### config.mk
export PLATFORM = sky130hd
export DESIGN_NAME = rv_elastic_buf
export DESIGN_NICKNAME = d
export VERILOG_FILES = /design/src/rtl/rv_buf_pkg.sv /design/src/rtl/rv_wrap_ctr.sv /design/src/rtl/rv_elastic_buf.sv
export SDC_FILE = /design/constraint.sdc
export NUM_CORES = 1
export LEC_CHECK = 0
export ABC_AREA = 1
export CAP_MARGIN = 10
export CORE_AREA = 3 3 105 107
export DETAILED_ROUTE_END_ITERATION = 12
export DIE_AREA = 0 0 108 110
export GPL_ROUTABILITY_DRIVEN = 0
export PLACE_DENSITY = 0.78
export SYNTH_ARGS = -nofsm -noshare
export SYNTH_HDL_FRONTEND = slang
export SYNTH_HIERARCHICAL = 1
export SYNTH_SLANG_ARGS = --single-unit
### constraint.sdc
create_clock -name clk -period 3.7 [get_ports clk]
set_input_delay 0.37 -clock clk [delete_from_list [all_inputs] [get_ports clk]]
set_output_delay 0.37 -clock clk [all_outputs]
set_load 0.01 [all_outputs]
### src/rtl/rv_buf_pkg.sv
// rv_buf_pkg: shared types and constants for the rv_elastic_buf slice.
// Holds the buffer mode enum, the drop counter width and the pointer width helper.
// Imported by rv_wrap_ctr and rv_elastic_buf.
package rv_buf_pkg;

  typedef enum logic {
    RV_MODE_BACKPRESSURE,
    RV_MODE_OVERWRITE
  } rv_buf_mode_e;

  localparam int RV_DROP_CNT_W = 16;

  // Pointer width for a modulo-depth index; a single-entry buffer still gets one bit
  // so that every port and signal keeps a legal non-zero width.
  function automatic int rv_ptr_w(input int depth);
    return (depth > 1) ? $clog2(depth) : 1;
  endfunction

endpackage

### src/rtl/rv_wrap_ctr.sv
// rv_wrap_ctr: modulo-DEPTH pointer, wraps DEPTH-1 -> 0, synchronous clear has priority.
// Latency: new value visible one cycle after inc/clr.
// Backpressure: none; the caller gates inc.
module rv_wrap_ctr
  import rv_buf_pkg::*;
#(
  parameter  int DEPTH = 4,
  localparam int PTR_W = rv_ptr_w(DEPTH)
) (
  input  logic             clk,
  input  logic             rst_n,
  input  logic             clr,
  input  logic             inc,
  output logic [PTR_W-1:0] ptr
);

  localparam logic [PTR_W-1:0] LAST = PTR_W'(DEPTH - 1);

  // Advance by one per inc, wrapping at the last entry rather than at a power of two.
  always_ff @(posedge clk or negedge rst_n) begin
    if (!rst_n) begin
      ptr <= '0;
    end else if (clr) begin
      ptr <= '0;
    end else if (inc) begin
      ptr <= (ptr == LAST) ? '0 : ptr + PTR_W'(1);
    end
  end

endmodule

### src/rtl/rv_elastic_buf.sv
// rv_elastic_buf: DEPTH-entry in-order ready/valid buffer, backpressure or overwrite-oldest mode.
// Latency: a word accepted at edge N is presented after edge N on an empty buffer (no bypass).
// Backpressure: in_ready = !full from registered count only; overwrite mode holds in_ready at 1 and drops the oldest.
// Build option: define RV_BUF_DROP_CNT_EN to add the drop_cnt port (16-bit saturating overwrite-drop count).
module rv_elastic_buf
  import rv_buf_pkg::*;
#(
  parameter  int           DATA_W = 32,
  parameter  int           DEPTH  = 4,
  parameter  rv_buf_mode_e MODE   = RV_MODE_BACKPRESSURE,
  localparam int           CNT_W  = $clog2(DEPTH + 1),
  localparam int           PTR_W  = rv_ptr_w(DEPTH)
) (
  input  logic              clk,
  input  logic              rst_n,
  input  logic              flush,
  input  logic              in_valid,
  output logic              in_ready,
  input  logic [DATA_W-1:0] in_data,
  output logic              out_valid,
  input  logic              out_ready,
  output logic [DATA_W-1:0] out_data,
  output logic [CNT_W-1:0]  count
`ifdef RV_BUF_DROP_CNT_EN
  ,
  output logic [RV_DROP_CNT_W-1:0] drop_cnt
`endif
);

  localparam logic [CNT_W-1:0] FULL_CNT = CNT_W'(DEPTH);

  // Storage is deliberately not reset; out_data is masked while empty instead.
  logic [DATA_W-1:0] mem [DEPTH];
  logic [CNT_W-1:0]  count_q;
  logic [PTR_W-1:0]  wr_ptr;
  logic [PTR_W-1:0]  rd_ptr;
  logic              full;
  logic              push;
  logic              pop;
  logic              drop;

  assign full      = (count_q == FULL_CNT);
  assign out_valid = (count_q != '0);
  assign count     = count_q;

  // Backpressure mode looks only at registered occupancy, so no out_ready -> in_ready path exists.
  assign in_ready = (MODE == RV_MODE_OVERWRITE) ? 1'b1 : !full;

  // Flush wins over any transfer in the same cycle.
  assign push = in_valid && in_ready && !flush;
  assign pop  = out_valid && out_ready && !flush;

  // A drop only happens when full with nobody reading; with a pop it is an ordinary exchange.
  assign drop = (MODE == RV_MODE_OVERWRITE) && full && push && !pop;

  assign out_data = out_valid ? mem[rd_ptr] : '0;

  rv_wrap_ctr #(.DEPTH(DEPTH)) u_wr_ptr (
    .clk   (clk),
    .rst_n (rst_n),
    .clr   (flush),
    .inc   (push),
    .ptr   (wr_ptr)
  );

  // The read side also steps on a drop so the oldest word is discarded.
  rv_wrap_ctr #(.DEPTH(DEPTH)) u_rd_ptr (
    .clk   (clk),
    .rst_n (rst_n),
    .clr   (flush),
    .inc   (pop || drop),
    .ptr   (rd_ptr)
  );

  // Write the accepted word into the slot at the write pointer.
  always_ff @(posedge clk) begin
    if (push) begin
      mem[wr_ptr] <= in_data;
    end
  end

  // Occupancy: a drop replaces a word, so it leaves count at DEPTH.
  always_ff @(posedge clk or negedge rst_n) begin
    if (!rst_n) begin
      count_q <= '0;
    end else if (flush) begin
      count_q <= '0;
    end else if (push && !pop && !drop) begin
      count_q <= count_q + CNT_W'(1);
    end else if (pop && !push) begin
      count_q <= count_q - CNT_W'(1);
    end
  end

`ifdef RV_BUF_DROP_CNT_EN
  // Saturating count of overwritten words; survives flush, cleared only by reset.
  always_ff @(posedge clk or negedge rst_n) begin
    if (!rst_n) begin
      drop_cnt <= '0;
    end else if (drop && (drop_cnt != '1)) begin
      drop_cnt <= drop_cnt + RV_DROP_CNT_W'(1);
    end
  end
`endif

endmodule

Word level (Yosys, flattened, before mapping)
Memories as Yosys holds them, arrays and structs flattened.
Cells that the tools add are included.

word-level totals
  bits in registers = 7
  memory bits (writable) = 128
  output and inout port bits = 37
  word-level logic and storage cells = 37
  memories = 1

operators by class
  add/subtract/negate cells = 4
  equal/unequal tests = 3
  mux-type cells = 12
  reduce and logical (&&, ||, !) cells = 14

memories
  memory  words  bits a word  read ports  clocked after Yosys merged registers in  wr ports  RTL line              text
  mem     4      32           1           0                                        1         rv_elastic_buf.sv:33  logic [DATA_W-1:0] mem [DEPTH];

operators by type and width
  cell                 count
  $mux 32              1
  $mux 2               6
  $mux 3               3
  $logic_and 1x1->1    6
  $reduce_bool 3->1    2
  $add 2x1->2 const B  2
  $eq 2x2->1 const B   2
  $logic_not 1->1      4
  $reduce_bool 2->1    2
  $add 3x1->3 const B  1
  $eq 3x3->1 const B   1
  $sub 3x1->3 const B  1
  $mux 1               2

Depth between registers and ports, before layout
  word-level depth = 9
  gate-level depth with buffers = 12
  gate-level depth less buffers = 12

Cells and area by module
Netlist, hierarchy kept.

by module, submodules not included
  module          instances  cells an instance  area each (um^2)
  rv_elastic_buf  1          422                5,272.6
  rv_wrap_ctr     2          12                 101.3

Least setup slack after synthesis
No wires, ideal clock.

  path kind = reg2reg
  from = register count_q[0], in the netlist count[0]
  to = memory mem[1][0], enable pin
  library setup time = 0.461 ns
  arrival time = 2.939 ns
  path slack = 0.299 ns
  stages on the path, launching flop included = 5
  buffers on the path = 0
  path through = dfrtp_1 -> nor2_4 -> nand2_2 -> nand2_2 -> nor3_1

on the way
  word-level cells in the longest chain between the ends = 6

ends and longest elaborated chain
  what                            RTL line              text
  start: declaration              rv_elastic_buf.sv:34  logic [CNT_W-1:0] count_q;
  start signal: assignment        rv_elastic_buf.sv:89  count_q <= count_q + CNT_W'(1);
  start signal: assignment        rv_elastic_buf.sv:91  count_q <= count_q - CNT_W'(1);
  $eq 3x3->1                      rv_elastic_buf.sv:42  assign full = (count_q == FULL_CNT);
  $logic_not 1->1                 rv_elastic_buf.sv:47  assign in_ready = (MODE == RV_MODE_OVERWRITE) ? 1'b1 : !full;
  named net in_ready              rv_elastic_buf.sv:18  output logic in_ready,
  $logic_and 1x1->1 (2 in a row)  rv_elastic_buf.sv:50  assign push = in_valid && in_ready && !flush;
  $mux 1                          rv_elastic_buf.sv:77  if (push) begin
  $mux 1 (not written as such)    rv_elastic_buf.sv:78  mem[wr_ptr] <= in_data;
  end: declaration                rv_elastic_buf.sv:33

The timed path passes the listed nets, and every way through them passes these cells.

Worst setup path after layout
  from = register u_rd_ptr.ptr[1]
  to = output port out_data[22]

on the way
  word-level cells in the longest chain between the ends = 2

ends and longest elaborated chain
  what                      RTL line              text
  start: declaration        rv_wrap_ctr.sv:14     output logic [PTR_W-1:0] ptr
  start signal: assignment  rv_wrap_ctr.sv:26     ptr <= (ptr == LAST) ? '0 : ptr + PTR_W'(1);
  $mem_v2 4x32              -
  $mux 32                   rv_elastic_buf.sv:56  assign out_data = out_valid ? mem[rd_ptr] : '0;
  end: declaration          rv_elastic_buf.sv:22  output logic [DATA_W-1:0] out_data,

No other way between the ends.

==> metrics.txt <==
part of the power in the clock network=37.7%; Cell Area, Synth=0.00548 mm²; post-DP HPWL=7.00 mm; leading post-synthesis cells by instance count=sky130_fd_sc_hd__nor2_1 (132), sky130_fd_sc_hd__edfxtp_1 (128), sky130_fd_sc_hd__o21ai_1 (51); 1st-pass router iterations=5; synthesized instance count=446; # H-tree levels=4; WP data required=3.33 ns; overall routing resource usage=21.1%; clk slew on worst S/H paths=0.06 ns; power density over the cells=657 mW/mm²; Antenna Diode Count=0; final worst setup slack=0.487 ns; CTS tree=yes; Leak Pwr=2.45 nW; final-layout setup total negative slack=0 ns; I/O Pins=74; Hold Vio Cnt, Final=0; maximum number of pins on one net before global-route repair=68; PostCTS Resize Cnt=0; depth of the critical timing path with buffers and inverters included=5; net count of the mapped netlist=486; Residual DRC=0; share of flip-flops with an asynchronous set or reset=5.19%; pin slew with the least headroom to its limit=0.731 ns; share of total power in combinational logic=23.1%; post-layout instance count excluding filler cells=674; overall overflow remaining after global route=0; Warnings, synthesis=6; initial antenna violation count=0; instance area at placement=0.00634 mm²; number of global-route vias before repair=3792; Synth area leader=sky130_fd_sc_hd__edfxtp_1; FP Rows=37; Max Clock Skew=0.00724 ns; Total Routed Length=11.8 mm; number of maximum-capacitance violations=0; main flop type after synthesis=sky130_fd_sc_hd__edfxtp_1; Crit path buffers/inverters=2; worst slew slack as a fraction of its limit=51.2%; number of CTS-inserted buffers=17; die area=0.0119 mm²; number of inserted filler cells in the final layout=693; area taken by multi-input logic gates=0.00127 mm²; worst setup slack after placement=1.10 ns; vertical die dimension=110 µm; via density per instance=5.53; largest buffer count on any clock path=2; crit path cell chain=inv_2 -> nor2_1 -> o21ai_0 -> a21oi_1 -> clkdlybuf4s50_1; hold crit path type=input port to asynchronous set/reset pin; Sw Pwr=1.25 mW; Core Area=0.0102 mm²; Post-synth EDFFs=128; Post-CTS Setup Inserts=0; number of nets in the layout=565; RR Startpoint=count[1]; Max Freq=0.311 GHz; maximum single-stage delay on the critical path=0.74 ns; first-pass GRT wire length=18.5 mm; Hold-fix buffers, CTS=0; period utilization=86.8%; worst reg2reg setup slack=1.80 ns; cell area after layout=0.00695 mm²; largest fanout on the critical path=32; Die X-Extent=108 µm; cell types with the largest area share after synthesis=sky130_fd_sc_hd__edfxtp_1 (70%), sky130_fd_sc_hd__nor2_1 (9.0%), sky130_fd_sc_hd__o21ai_1 (4.7%); starting density of the core=53.5%; post-synthesis to final-layout area growth=27.0%; count of placed standard cells including taps=642; switching part of the total power=27.4%; sort of element at the start of the critical path=flip-flop; mean post-synth cell area=12.3 µm²; nature of the critical path endpoint=output port; PortBufs=73; maximum vdd drop=0.445 mV; part of the total power dissipated in sequential elements=39.2%; shortest clock period the worst path allows after layout=3.21 ns; Critical path destination=out_data[22]; worst r2r dst=count[2]; RSZ-0062 raised after global routing=no; depth of the worst register-to-register path=10; Max Transition Viols Final=0; CP startpoint=u_rd_ptr/ptr[1]; arrival time worst endpoint=2.84 ns; fraction of final layout cells sized beyond drive strength 1=11.5%; WS Path Type=flip-flop to output port; top cell type's share of synthesized area=70.2%; worst-skew pair later-pin latency=0.52 ns; iteration-0 DRC count of the detailed router=262; Sink Count=135; top-count cell post-synth=sky130_fd_sc_hd__nor2_1; critical path's top delay family=buffers and inverters; sequential cell area=0.00402 mm²; Power Internal=3.32 mW; number of flip-flops and latches in the synthesized netlist=135; number of nets with antenna violations after routing=0; wire per inst=17.5 µm; number of distinct library cells after synthesis=24; Seq/Total Area, Yosys=73.4%; number of vias after detailed routing=3724; setup violators final=0; result of the run=completed; clock root buffer=sky130_fd_sc_hd__clkbuf_8; Crit-path slowest cell=sky130_fd_sc_hd__dfrtp_1
registers in the layout, summed over array words and instances (netlist names):
name and cells:
count 3, mem 128, u_rd_ptr/ptr 2, u_wr_ptr/ptr 2
cells in the final DEF (no fill, tap or decap), types with 5 or more instances in the layout:
master                            count
sky130_fd_sc_hd__inv_2                5
sky130_fd_sc_hd__buf_4                9
sky130_fd_sc_hd__nand2_1             18
sky130_fd_sc_hd__dfrtp_1              6
sky130_fd_sc_hd__clkinvlp_4           5
sky130_fd_sc_hd__a21oi_1             32
sky130_fd_sc_hd__inv_1               10
sky130_fd_sc_hd__clkdlybuf4s50_1     73
sky130_fd_sc_hd__o21ai_1             51
sky130_fd_sc_hd__nor2_1             132
sky130_fd_sc_hd__clkbuf_16           16
sky130_fd_sc_hd__nand3_1              5
sky130_fd_sc_hd__edfxtp_1           128
sky130_fd_sc_hd__o21ai_0             13
sky130_fd_sc_hd__nand2_2              5
per-layer routing:
layer	wire length (µm)	track usage, %	vias up
met3	869	6.76	12
met5	0	0	-
met4	138	7.94	0
li1	-	-	1726
met2	6230	36.5	161
met1	4580	24.8	1825
per-stage QoR:
| stage | utilization [%] | hold WS, ns | power (mW) |
|---|---|---|---|
| floorplan | - | 0.0744 | 2.36 |
| global placement | 61.9 | 0.559 | 2.85 |
| detailed placement | 61.9 | 0.609 | 2.88 |
| CTS | 67.9 | 0.124 | 4.59 |
| global route | 67.9 | 0.133 | 4.78 |
| finish | 67.9 | 0.129 | 4.57 |
cells by family (layout without fill, tap and decap cells):
logic type                 Yosys count  in the layout  synth area share, %
DFF                                135            135                 73.4
buffers and inverters               38            130                 3.75
xor gates and xnor gates             1              1                0.160
AOI/OAI and AO/OA                   98             98                 9.23
adders and majority gates            3              3                0.823
and+or+nand+nor                    171            171                 12.6
worst min-delay path by stage:
stage	from	end	slack, ns
finish	rst_n	count[2]	0.13
detailed placement	u_wr_ptr/ptr[1]	u_wr_ptr/ptr[1]	0.61
global placement	u_wr_ptr/ptr[1]	u_wr_ptr/ptr[1]	0.56
CTS	rst_n	count[2]	0.12
floorplan	rst_n	count[0]	0.07
global route	rst_n	count[2]	0.13
power by group through the flow:
stage	Sequential [mW]	Clock, mW	Combinational, mW
after CTS	1.79	1.74	1.07
final	1.79	1.72	1.06
after global placement	1.82	0	1.03
after global routing	1.79	1.82	1.16
after floorplan	1.82	0	0.544
after detailed placement	1.82	0	1.06
layout make-up:
type                    instances  share of cell area [%]
clock buffers                  17                    5.96
clock inverters                15                    2.90
inverters                      15                   0.810
multi-input cells             273                    18.3
flip-flops and latches        135                    57.8
well taps                     136                    2.45
repair buffers                 83                    11.8
No activity file was read; power rests on OpenSTA's default activity.
==> edit 1, RTL diff (same flow settings) <==
Set the parameter `DATA_W` to 24 (it was 32).
--- a/src/rtl/rv_elastic_buf.sv
+++ b/src/rtl/rv_elastic_buf.sv
@@ -7,3 +7,3 @@
 #(
-  parameter  int           DATA_W = 32,
+  parameter  int           DATA_W = 24,
   parameter  int           DEPTH  = 4,
Ports: changed (resized in_data and out_data); port bits go from 74 to 58. No check against the original RTL was run, so the function may have changed too.
==> edit 1 against the unedited design <==
- clock power down 57%
- sequential cell count down 32
- hold slack better by 0.16 ns
- wire length down 27%
- sequential share of layout area up 1.5 points
- fmax up 15%
- synthesized cell count down 21%
- synthesized area down 23%
- utilization down 18 points
- total power down 36%
- final area down 26%
- worst setup slack better by 0.42 ns
- global-route usage down 5.6 points
- critical path depth down 1
- largest power group unchanged
- highest routed layer unchanged
==> edit 1: results (changes against the unedited design) <==
DRT iter0 DRCs 144 (was 262); WHS 0.2860 ns (was 0.1287 ns); worst r2r path cells 5 (was 10); Seq/Total Area, Yosys 72.67% (was 73.40%); Cells after DPL 536 (was 642); Synthesized Nets 384 (was 486); Worst EP arrival 2.43 ns (was 2.84 ns); synth unique cells 24 (unchanged); dpl cell area 0.004945 mm² (was 0.006336 mm²); # H-tree levels 3 (was 4); max reg flops 96 (was 128); M1 WL 3652 µm (was 4578 µm); post-place setup slack 1.039 ns (was 1.104 ns); Port Buffer Count 57 (was 73); setup TNS 0 ns (unchanged); reg-to-reg slack, setup 1.71 ns (was 1.80 ns); status finished, final reports clean (unchanged); routing usage on met1 19.13% (was 24.78%); Root Buffer clkbuf_8 (unchanged); ranking of synthesized cells by area edfxtp_1 (69%), nor2_1 (8.9%), dfrtp_1 (4.2%) (was edfxtp_1 (70%), nor2_1 (9.0%), o21ai_1 (4.7%)); net count of the finished layout 443 (was 565); share of post-route cells with drive strength above 1 9.135% (was 11.52%); vias in the first global route 2,891 (was 3,792); DR WL/cell 15.70 µm (was 17.53 µm); crit path max fanout 48 (was 32); GRT Util Overall 15.44% (was 21.07%); met2 Track Usage GR 25.58% (was 36.46%); Max clock buf depth 2 (unchanged); M3 GR Usage 4.834% (was 6.756%); met3 wire len 664 µm (was 869 µm); antenna violations before repair 0 (unchanged); synth warn 6 (unchanged); Clock transition at path regs 0.09 ns (was 0.06 ns); largest net degree at the start of global routing 52 (was 68); DR pass1 iterations 5 (unchanged); maximum VDD drop 0.4233 mV (was 0.4454 mV); # diodes 0 (unchanged); ys flop type edfxtp_1 (unchanged); final setup margin 0.9031 ns (was 0.4870 ns); fraction of registers with async set/reset 6.796% (was 5.185%); via count 2,790 (was 3,724); reg-to-reg critical path endpoint mem[1][19] (was count[2]); leakage power 0.001823 µW (was 0.002453 µW); post-CTS setup buffer count 0 (unchanged); Worst Setup EP out_data[23] (was out_data[22]); Final Non-Filler Cells 552 (was 674); Setup crit start u_rd_ptr/ptr[0] (was u_rd_ptr/ptr[1]); Relative slew margins 42.19% (was 51.25%); TritonCTS buffer count 9 (was 17); synth cell count leaders nor2_1 (100), edfxtp_1 (96), o21ai_0 (28), a21oi_1 (24), o21ai_1 (20) (was nor2_1 (132), edfxtp_1 (128), o21ai_1 (51), a21oi_1 (32), nand2_1 (18)); Post-CTS Resized 0 (unchanged); Crit-path slowest cell clkdlybuf4s50_1 (was dfrtp_1); EDFF count, synth 96 (was 128); cell count after synthesis 352 (was 446); first-pass GRT wire length 13,910 µm (was 18,540 µm); metal2 WL 4207 µm (was 6226 µm); Critical Path Max Stage Delay 0.58 ns (was 0.74 ns); Clock Latency Late Sink 0.35 ns (was 0.52 ns); dpl hpwl 5703 µm (was 6996 µm); Layout Skew 0.009390 ns (was 0.007243 ns)
edit 1: changes by cell type after synthesis, sizes merged:
cell    before  now
a21oi       34   26
edfxtp     128   96
nor2       135  103
buf         15   13
clkbuf       8    4
o21ai       64   48
edit 1: area by class of cell:
cell class	instances	area, µm²
fillers	866	5071
flip-flops and latches	103	3059
multi-input cells	217	1016
repair buffers	65	643.1
well taps	136	170.2
clock buffers	12	145.1
clock inverters	4	70.07
inverters	15	56.30
edit 1: cells by family (layout without fill, tap and decap cells):
| family | count (synthesis) | in the layout | share of synthesized area, % |
|---|---|---|---|
| simple gates | 139 | 139 | 13.41 |
| flops | 103 | 103 | 72.67 |
| compound gates | 74 | 74 | 8.980 |
| buf+inv | 32 | 96 | 3.658 |
| fa+ha+maj | 3 | 3 | 1.070 |
| xor+xnor | 1 | 1 | 0.2082 |
edit 1: where the power goes:
part	leakage (µW)	switching (µW)	internal, µW
Combinational	0.000750	443	371
Clock	0.000110	347	398
Sequential	0.000962	34.5	1330
==> edit 2, RTL diff (config.mk and constraints unchanged) <==
Without the edit above. Register the output `count` once more, with the module's reset; this adds one clock of latency there. The other outputs are not delayed to match. Comments in the files are not updated.
--- a/src/rtl/rv_elastic_buf.sv
+++ b/src/rtl/rv_elastic_buf.sv
@@ -43,3 +43,9 @@
   assign out_valid = (count_q != '0);
-  assign count     = count_q;
+  always_ff @(posedge clk or negedge rst_n) begin
+    if (!rst_n) begin
+      count <= '0;
+    end else begin
+      count <= count_q;
+    end
+  end
 
Formal check against the unedited RTL: not equivalent (a bounded check fails within 4 cycles, from zero or initial values and one cycle with rst_n low).
==> edit 2 against the unedited design <==
- final area increased by 1.7%
- fmax is 2.1% higher
- cell count rose by 0.74%
- wire length shrank 4.6%
- worst setup slack improved by 0.065 ns
- sequential share of layout area up 0.079 points
- combinational power is 7% higher
- sequential cell count increased by 3
- synthesized area rose by 3.7%
- total power fell by 1.7%
- utilization rose by 1.2 points
- critical endpoint is now out_data[18]
==> edit 2: results (changes against the unedited design) <==
# H-tree levels 4 (unchanged); Port Buffer Count 73 (unchanged); Crit-path slowest cell dfrtp_2 (was dfrtp_1); Sw Pwr 1293 µW (was 1250 µW); multi-input logic area 0.001386 mm² (was 0.001271 mm²); largest net degree at the start of global routing 39 (was 68); vias in the first global route 3,709 (was 3,792); Seq/Total Area, Yosys 72.13% (was 73.40%); NonClk Buf Share 11.61% (was 11.77%); Logic pwr share 25.1% (was 23.1%); leakage power 0.002475 µW (was 0.002453 µW); synthesized area per cell 12.64 µm² (was 12.28 µm²); register area 0.004095 mm² (was 0.004020 mm²); reg-to-reg critical path endpoint count_q[2] (was count[2]); DR pass1 iterations 4 (was 5); total clock sinks 138 (was 135); net count of the finished layout 570 (was 565); clkbuf count 18 (was 17); Cells after DPL 647 (was 642); reg-to-reg slack, setup 1.78 ns (was 1.80 ns); ranking of synthesized cells by area edfxtp_1 (68%), nor2_1 (8.7%), o21ai_1 (5.2%) (was edfxtp_1 (70%), nor2_1 (9.0%), o21ai_1 (4.7%)); via count 3,601 (was 3,724); Clk. pwr 1520 µW (was 1720 µW); post-place setup slack 1.121 ns (was 1.104 ns); Worst-Margin Slew 0.8484 ns (was 0.7313 ns); Synthesized Nets 489 (was 486); Power Density 635.2 mW/mm² (was 657.2 mW/mm²); dpl cell area 0.006529 mm² (was 0.006336 mm²); maximum VDD drop 0.5037 mV (was 0.4454 mV); dpl hpwl 6856 µm (was 6996 µm); share of post-route cells with drive strength above 1 16.76% (was 11.52%); crit path max fanout 38 (was 32); post-CTS setup buffer count 0 (unchanged); DR WL/cell 16.59 µm (was 17.53 µm); Post-CTS Resized 0 (unchanged); clock-cell share of area 7.679% (was 8.855%); GRT Util Overall 20.19% (was 21.07%); r2r startpoint count_q[1] (was count[1]); DRT iter0 DRCs 235 (was 262); total wire length 11,270 µm (was 11,810 µm); WHS 0.1754 ns (was 0.1287 ns); # fillers 702 (was 693); Clock transition at path regs 0.06 ns (about the same); Worst EP arrival 2.78 ns (was 2.84 ns); Clock Latency Late Sink 0.52 ns (about the same); status finished, final reports clean (unchanged); Non-Clock Buffer Count 85 (was 83); post-layout util 69.12% (was 67.95%); Layout Skew 0.01490 ns (was 0.007243 ns); multi-input gate count 273 (unchanged); first-pass GRT wire length 17,950 µm (was 18,540 µm); Setup crit start u_rd_ptr/ptr[0] (was u_rd_ptr/ptr[1]); synth cell count leaders nor2_1 (132), edfxtp_1 (128), o21ai_1 (59), a21oi_2 (29), nand2_1 (18) (was nor2_1 (132), edfxtp_1 (128), o21ai_1 (51), a21oi_1 (32), nand2_1 (18)); maximum clock rate 317.7 MHz (was 311.2 MHz); fraction of registers with async set/reset 7.246% (was 5.185%); Worst Setup EP out_data[18] (was out_data[22]); synth unique cells 26 (was 24)
edit 2: cell families (layout without fill, tap and decap cells):
| logic type | after synthesis | in the layout | synth area share (%) |
|---|---|---|---|
| AO/OA/AOI/OAI | 98 | 98 | 10.76 |
| XOR/XNOR | 1 | 1 | 0.1543 |
| adder cells (fa/ha/maj) | 3 | 3 | 0.7936 |
| buffers and inverters | 38 | 132 | 3.792 |
| flip-flops | 138 | 138 | 72.13 |
| AND/OR/NAND/NOR | 171 | 171 | 12.37 |
edit 2: critical path: cells and delay by family, from the launching register on:
family	cells	cell delay, ns
AO/OA/AOI/OAI	2	0.29
flip-flops	1	0.73
buffers and inverters	2	1.05
AND/OR/NAND/NOR	2	0.20
edit 2: routing by layer:
layer	share of wire, %	wire length (µm)	global-route usage (%)
met1	40	4549	25.03
met4	1.3	141	7.124
met3	5.5	619	4.776
met5	0	0	0
met2	53	5955	35.04
